$ cat config.mk
export PLATFORM = sky130hd
export DESIGN_NAME = fir_job_ctrl
export DESIGN_NICKNAME = d
export VERILOG_FILES = /design/src/rtl/fir_job_ctrl.sv
export SDC_FILE = /design/constraint.sdc
export NUM_CORES = 1
export LEC_CHECK = 0
export CORE_ASPECT_RATIO = 0.7
export CORE_UTILIZATION = 40
export CTS_CLUSTER_DIAMETER = 40
export DETAILED_ROUTE_END_ITERATION = 8
export GPL_TIMING_DRIVEN = 0
export SYNTH_ARGS = -nofsm -noshare
export SYNTH_HDL_FRONTEND = slang
export SYNTH_SLANG_ARGS = --single-unit
$ cat constraint.sdc
create_clock -name clk_i -period 3.85 [get_ports clk_i]
set_input_delay 0.385 -clock clk_i [delete_from_list [all_inputs] [get_ports clk_i]]
set_output_delay 0.385 -clock clk_i [all_outputs]
set_load 0.02 [all_outputs]
$ cat src/rtl/fir_job_ctrl.sv
// fir_job_ctrl: job-level sequencer for fir_datapath.
// Per job it clears the datapath, admits one h beat and len x samples,
// counts len y results, and then pulses done_o. It only gates and observes
// handshakes; stream data never passes through it.
// Ports:
//   clk_i, rst_ni          clock, asynchronous active-low reset
//   start_i, len_i         job request and length (sampled in IDLE)
//   abort_i                synchronous abort (ignored in IDLE)
//   h_hs_i, x_hs_i, y_hs_i post-gating stream handshakes
//   clear_o                datapath clear
//   h_en_o, x_en_o         stream enables
//   busy_o, done_o         job in progress, one-cycle completion pulse
//   x_cnt_o, y_cnt_o       samples accepted / results observed this job
module fir_job_ctrl #(
   parameter int unsigned LEN_WIDTH    = 16,
   parameter int unsigned CLEAR_CYCLES = 2
) (
   input  logic                 clk_i,
   input  logic                 rst_ni,
   input  logic                 start_i,
   input  logic                 abort_i,
   input  logic [LEN_WIDTH-1:0] len_i,
   input  logic                 h_hs_i,
   input  logic                 x_hs_i,
   input  logic                 y_hs_i,
   output logic                 clear_o,
   output logic                 h_en_o,
   output logic                 x_en_o,
   output logic                 busy_o,
   output logic                 done_o,
   output logic [LEN_WIDTH-1:0] x_cnt_o,
   output logic [LEN_WIDTH-1:0] y_cnt_o
);

   localparam int unsigned CLR_W = 4;
   localparam logic [CLR_W-1:0] CLR_LOAD = CLR_W'(CLEAR_CYCLES - 1);

   localparam logic [2:0] ST_IDLE   = 3'd0;
   localparam logic [2:0] ST_CLEAR  = 3'd1;
   localparam logic [2:0] ST_LOAD_H = 3'd2;
   localparam logic [2:0] ST_STREAM = 3'd3;
   localparam logic [2:0] ST_DRAIN  = 3'd4;
   localparam logic [2:0] ST_DONE   = 3'd5;
   localparam logic [2:0] ST_ABORT  = 3'd6;

   logic [2:0]           state_q, state_d;
   logic [LEN_WIDTH-1:0] len_q, len_d;
   logic [LEN_WIDTH-1:0] x_cnt_q, x_cnt_d;
   logic [LEN_WIDTH-1:0] y_cnt_q, y_cnt_d;
   logic [CLR_W-1:0]     clr_q, clr_d;
   logic                 x_inc, y_inc;

   // Handshakes only count in the phases where they are legal; y never past len.
   assign x_inc = (state_q == ST_STREAM) && x_hs_i;
   assign y_inc = ((state_q == ST_STREAM) || (state_q == ST_DRAIN)) && y_hs_i
                  && (y_cnt_q < len_q);

   // Next-state and counter logic.
   always_comb begin
      state_d = state_q;
      len_d   = len_q;
      x_cnt_d = x_cnt_q;
      y_cnt_d = y_cnt_q;
      clr_d   = clr_q;

      case (state_q)
         ST_IDLE: begin
            if (start_i) begin
               len_d   = len_i;
               x_cnt_d = '0;
               y_cnt_d = '0;
               clr_d   = CLR_LOAD;
               state_d = ST_CLEAR;
            end
         end
         ST_CLEAR: begin
            if (clr_q == '0) begin
               state_d = (len_q == '0) ? ST_DONE : ST_LOAD_H;
            end else begin
               clr_d = clr_q - CLR_W'(1);
            end
         end
         ST_LOAD_H: begin
            if (h_hs_i) state_d = ST_STREAM;
         end
         ST_STREAM: begin
            if (x_inc) x_cnt_d = x_cnt_q + LEN_WIDTH'(1);
            if (y_inc) y_cnt_d = y_cnt_q + LEN_WIDTH'(1);
            if (x_inc && (x_cnt_q == len_q - LEN_WIDTH'(1))) state_d = ST_DRAIN;
         end
         ST_DRAIN: begin
            if (y_inc) y_cnt_d = y_cnt_q + LEN_WIDTH'(1);
            if (y_cnt_d == len_q) state_d = ST_DONE;
         end
         ST_DONE: begin
            state_d = ST_IDLE;
         end
         ST_ABORT: begin
            if (clr_q == '0) begin
               state_d = ST_IDLE;
            end else begin
               clr_d = clr_q - CLR_W'(1);
            end
         end
         default: state_d = ST_IDLE;
      endcase

      // Abort overrides every other transition outside IDLE.
      if (abort_i && (state_q != ST_IDLE)) begin
         state_d = ST_ABORT;
         x_cnt_d = '0;
         y_cnt_d = '0;
         clr_d   = CLR_LOAD;
      end
   end

   // State, counters and registered output decodes of the next state.
   always_ff @(posedge clk_i or negedge rst_ni) begin
      if (!rst_ni) begin
         state_q <= ST_IDLE;
         len_q   <= '0;
         x_cnt_q <= '0;
         y_cnt_q <= '0;
         clr_q   <= '0;
         clear_o <= 1'b0;
         h_en_o  <= 1'b0;
         x_en_o  <= 1'b0;
         busy_o  <= 1'b0;
         done_o  <= 1'b0;
      end else begin
         state_q <= state_d;
         len_q   <= len_d;
         x_cnt_q <= x_cnt_d;
         y_cnt_q <= y_cnt_d;
         clr_q   <= clr_d;
         clear_o <= (state_d == ST_CLEAR) || (state_d == ST_ABORT);
         h_en_o  <= (state_d == ST_LOAD_H);
         x_en_o  <= (state_d == ST_STREAM);
         busy_o  <= (state_d == ST_CLEAR) || (state_d == ST_LOAD_H) ||
                    (state_d == ST_STREAM) || (state_d == ST_DRAIN) ||
                    (state_d == ST_ABORT);
         done_o  <= (state_d == ST_DONE);
      end
   end

   assign x_cnt_o = x_cnt_q;
   assign y_cnt_o = y_cnt_q;

`ifndef SYNTHESIS
   // An x beat outside STREAM or a y beat beyond len means the gating upstream is broken.
   a_x_in_stream : assert property (@(posedge clk_i) disable iff (!rst_ni)
      x_hs_i |-> (state_q == ST_STREAM));
   a_y_no_overrun : assert property (@(posedge clk_i) disable iff (!rst_ni)
      (y_hs_i && ((state_q == ST_STREAM) || (state_q == ST_DRAIN) || (state_q == ST_DONE)))
      |-> (y_cnt_q < len_q));
`endif

endmodule

[Word level (Yosys, flattened, before mapping)]
Index checks and enable logic that the tools add are counted.
Cells by class
  $add $sub $neg: 4
  mux-type cells: 21
  eq/ne operators: 16
  reductions and logical operators: 23
  magnitude comparators: 1
Operators by type and width (number)
  $mux W16: 6
  $pmux W16 S3: 1
  $add A16 B1 Y16 const B: 2
  $eq A16 B16 Y1: 2
  $pmux W16 S2: 1
  $mux W3: 8
  $pmux W3 S6: 1
  $logic_not A16 Y1: 1
  $lt A16 B16 Y1: 1
  $sub A16 B1 Y16 const B: 1
  $eq A3 B3 Y1 const B: 5
  $eq A3 B2 Y1 const B: 4
  $mux W4: 3
  $reduce_bool A3 Y1: 3
  $pmux W4 S2: 1
  $eq A3 B1 Y1 const B: 2
  $logic_or A1 B1 Y1: 6
  $ne A3 B2 Y1 const B: 2
  $reduce_and A3 Y1: 2
  $logic_and A1 B1 Y1: 5
  $logic_not A4 Y1: 1
  $reduce_and A2 Y1: 2
  $reduce_bool A4 Y1: 1
  $sub A4 B1 Y4 const B: 1
  3 further kinds: 3
Storage, ports and cells
  output and inout port bits: 37
  register bits: 60
  logic and storage cells: 75

[Logic depth before layout (Yosys ltp)]
  depth in word-level cells: 15
  depth in mapped cells: 13
  depth with buffers taken out: 11

[Least setup slack after synthesis]
Ideal clock, no wire load.
  path type: flip-flop to flip-flop
  start point: register len_q[14] (netlist name)
  end point: register clr_q[1]
  arrival time: 3.114 ns
  setup slack: 0.611 ns
  stages on the path, launching flop included: 13
  path buffers: 1
  setup time: 0.125 ns
  period minus slack after synthesis: 3.239 ns
  cell sequence: dfrtp_1 clkbuf_1 inv_1 ha_1 and4_1 nand2_1 a2111oi_4 nor3_1 or4_1 nand2_1 o21ai_1 o21ai_2 mux2_4
RTL lines
  end signal: assignment: RTL line 135  | clr_q <= clr_d;
  end: declaration: RTL line 50  | logic [CLR_W-1:0] clr_q, clr_d;

==> flow_summary.ini <==
[status]
outcome = completed

[routing]
num_vias = 4444
via_per_inst = 5.697
drc_errors = 0
drt_iter0_drc = 391
ant_nets = 0
avgRoutedWirePerCell_um = 18.21
first_pass_iters = 5
finalWirelength_um = 14200

[sta]
max_freq_mhz = 270.8
final.setup.tns_ns = 0
setup_viol = 0
hold_viol = 0
finClkSkew_ns = 0.007179
fin_crit_ns = 3.692
drv_slew = 0
period_share = 0.9590
setup_ws_ns = 0.1578
relSlewSlack = 0.4725
hold_slack_ns = 0.1266
grt_setup_unrepaired = false
worstMarginPinSlew_ns = 0.7912

[floorplan]
die_area_mm2 = 0.01198
die_w_um = 130.4
ioPinCount = 60
initial_core_util = 0.4147
core_region_area_mm2 = 0.01113
rows = 32
die_h_um = 91.88

[worst_setup_path]
reg2reg_to = clr_q[1]
worst_ep_required_time_ns = 4.07
rr_worst_depth = 13
cp.arrival_ns = 3.91
crit_path_end_kind = flip-flop
cp-start-kind = flip-flop
timing.rr.start = len_q[9]
path_cells = inv_1, ha_1, and4_1, nand2_1, a2111oi_4, buf_4, buf_4, or4b_1, o221a_2, o2111a_1, a41oi_2, o21ai_2, mux2_4
critPathMostFrequentCell = buf_4
path_class = flip-flop to flip-flop
timing.reg2reg.setup_slack_ns = 0.16
slowest_stage = dfrtp_1
max_stage_delay_ns = 0.52
path_max_fanout = 7

[yosys]
synth.distinct_cells = 67
synth-simple-area-share = 0.2556
synth.area.mux_share = 0.02792
yosysTopAreaCell = dfrtp_1
synth_compound_area_frac = 0.1933
synth_edf_count = 0
synthTopCellsByArea = dfrtp_1, xnor2_1, o21ai_0
synthAdderAreaFrac = 0.05422
yosysSeqAreaShare = 0.3253
synth_xor_area_frac = 0.09298
synth_top_area_share = 0.3253
syn_avg_cell_area_um2 = 8.332
synth_async_sr_flop_share = 1.000
yosysWarnings = 0
yosys_register_bits = 60
netlist_area_mm2 = 0.004616
syn_inst = 554
synth_flop_cell = dfrtp_1
synth_top_family_by_area = simple AND/OR/NAND/NOR gates
synth_nets = 597

[layout]
multi_input_area_mm2 = 0.002914
final_common_cell = nand2_1
synthToLayoutAreaGrowth_pct = 24.72
drive_above_1_share = 0.08453
antenna_cells = 0
nFillCells = 1077
regArea_mm2 = 0.001505
nets = 665
finalNonFillerCells = 780
final_cell_mix = nand2_1, clkdlybuf4s50_1, dfrtp_1
final_area_mm2 = 0.005757

[clocking]
root_buffer = clkbuf_16
h-tree-depth = 3
clk_latency_ns = 0.34
cts_made_buffers = 9
cts_tree = built
cts_hold_buf = 0
clk_pin_slew_ns = 0.06
cts_sinks = 60
clock_path_buffers = 2

[placed_design]
pre_cts_ws_ns = -0.3375
dp_hpwl_um = 10670
numPortBuffers = 59
routabilityCongestion = 0.9031
placed_cells = 766
dpl_cell_area_mm2 = 0.005395

[power_and_ir_drop]
p_seq_frac = 0.300
internal_power_uw = 1904
netSwitchingFraction = 0.4145
ir_drop_mv = 0.2849
pwr_density_cell_mw_per_mm2 = 564.8
p_leak_uw = 0.002311
clockPowerShare = 0.271
power_switching_uw = 1348
combPwrFrac = 0.429

[global_routing]
grt_pass1_vias = 4211
grt_max_degree = 61
grt_antenna_before_repair = 0
grt_pass1_wl_um = 22790
grt_usage = 0.2516
overflow = 0

[worst_hold_path]
hp-class = input port to async pin

[flow_run]
maxCapViolCount = 0
## cell families after synthesis
logic type / after synthesis
mux: 12
compound gates: 132
flops: 60
xor+xnor: 49
buf+inv: 58
fa+ha+maj: 20
simple gates: 223
## worst max-delay path by stage
stage / from / to / slack [ns]
after global routing: len_q[13] / clr_q[1] / 0.01
after global placement: len_q[11] / clr_q[1] / -0.25
after CTS: len_q[14] / clr_q[1] / 0.02
after floorplan: len_q[14] / clr_q[1] / 0.61
final: len_q[9] / clr_q[1] / 0.16
after detailed placement: len_q[11] / clr_q[1] / -0.34
## synthesized netlist by cell type (3+ instances only)
library cell,number
clkbuf_1,27
and4_1,7
a211o_1,3
o31ai_1,6
o21ai_1,5
nor2_1,48
and3_1,11
a211oi_1,4
nor4b_1,3
mux2_2,3
nor3_1,15
nand3b_1,3
mux2i_1,8
buf_2,4
nand2_1,59
o21bai_1,5
xor2_1,19
xnor2_1,30
ha_1,20
and2_1,6
nand3_1,26
nand4_1,8
or3_1,4
nand2b_1,10
inv_1,25
dfrtp_1,60
nor4_1,4
nor4_2,3
a21oi_1,17
and3b_1,3
o21a_1,3
o41ai_1,7
a31oi_1,7
o21ai_0,52
## layout make-up
type	instances	area share
repair buffers	61	0.1048
multi-input cells	436	0.5062
clock inverters	3	0.007390
well taps	153	0.03325
flip-flops and latches	60	0.2615
clock buffers	13	0.04869
plain buffers	29	0.02195
inverters	25	0.01630
## per-layer routing
metal	global-route usage	share of wire
met3	0.06243	0.066
met1	0.3906	0.51
met5	0	0
met2	0.3422	0.41
met4	0.05556	0.0092
## state kept, by name, indices dropped and copies added, names as in the netlist
register / flops
busy_o: 1
clear_o: 1
clr_q: 4
done_o: 1
h_en_o: 1
len_q: 16
state_q: 3
x_cnt_o: 16
x_en_o: 1
y_cnt_o: 16
## stage by stage
stage                     utilization  power [uW]
after global placement         0.4849        2313
after detailed placement       0.4847        2354
after CTS                      0.5169        3250
final                          0.5172        3252
after floorplan                     -        1945
after global routing           0.5172        3465
## power groups by stage
stage	sequential [uW]	combinational, uW	clock [uW]
4_1_cts	928	1430	892
3_5_place_dp	922	1430	0
3_3_place_gp	920	1390	0
6_report	976	1400	880
5_1_grt	997	1550	919
2_1_floorplan	889	1060	0
## timing repair
action	4_1_cts	5_1_grt
setup endpoints to repair	9	8
resized for setup	4	5
pin swaps	1	0
setup buffers	2	0
## critical path, delay by kind of cell (launching register included)
family	cells	cell delay [ns]
AOI/OAI and AO/OA	5	1.40
adders and majority gates	1	0.31
buffers and inverters	3	0.50
DFF	1	0.52
muxes	1	0.32
and+or+nand+nor	3	0.54
(Power assumes the default switching activity.)
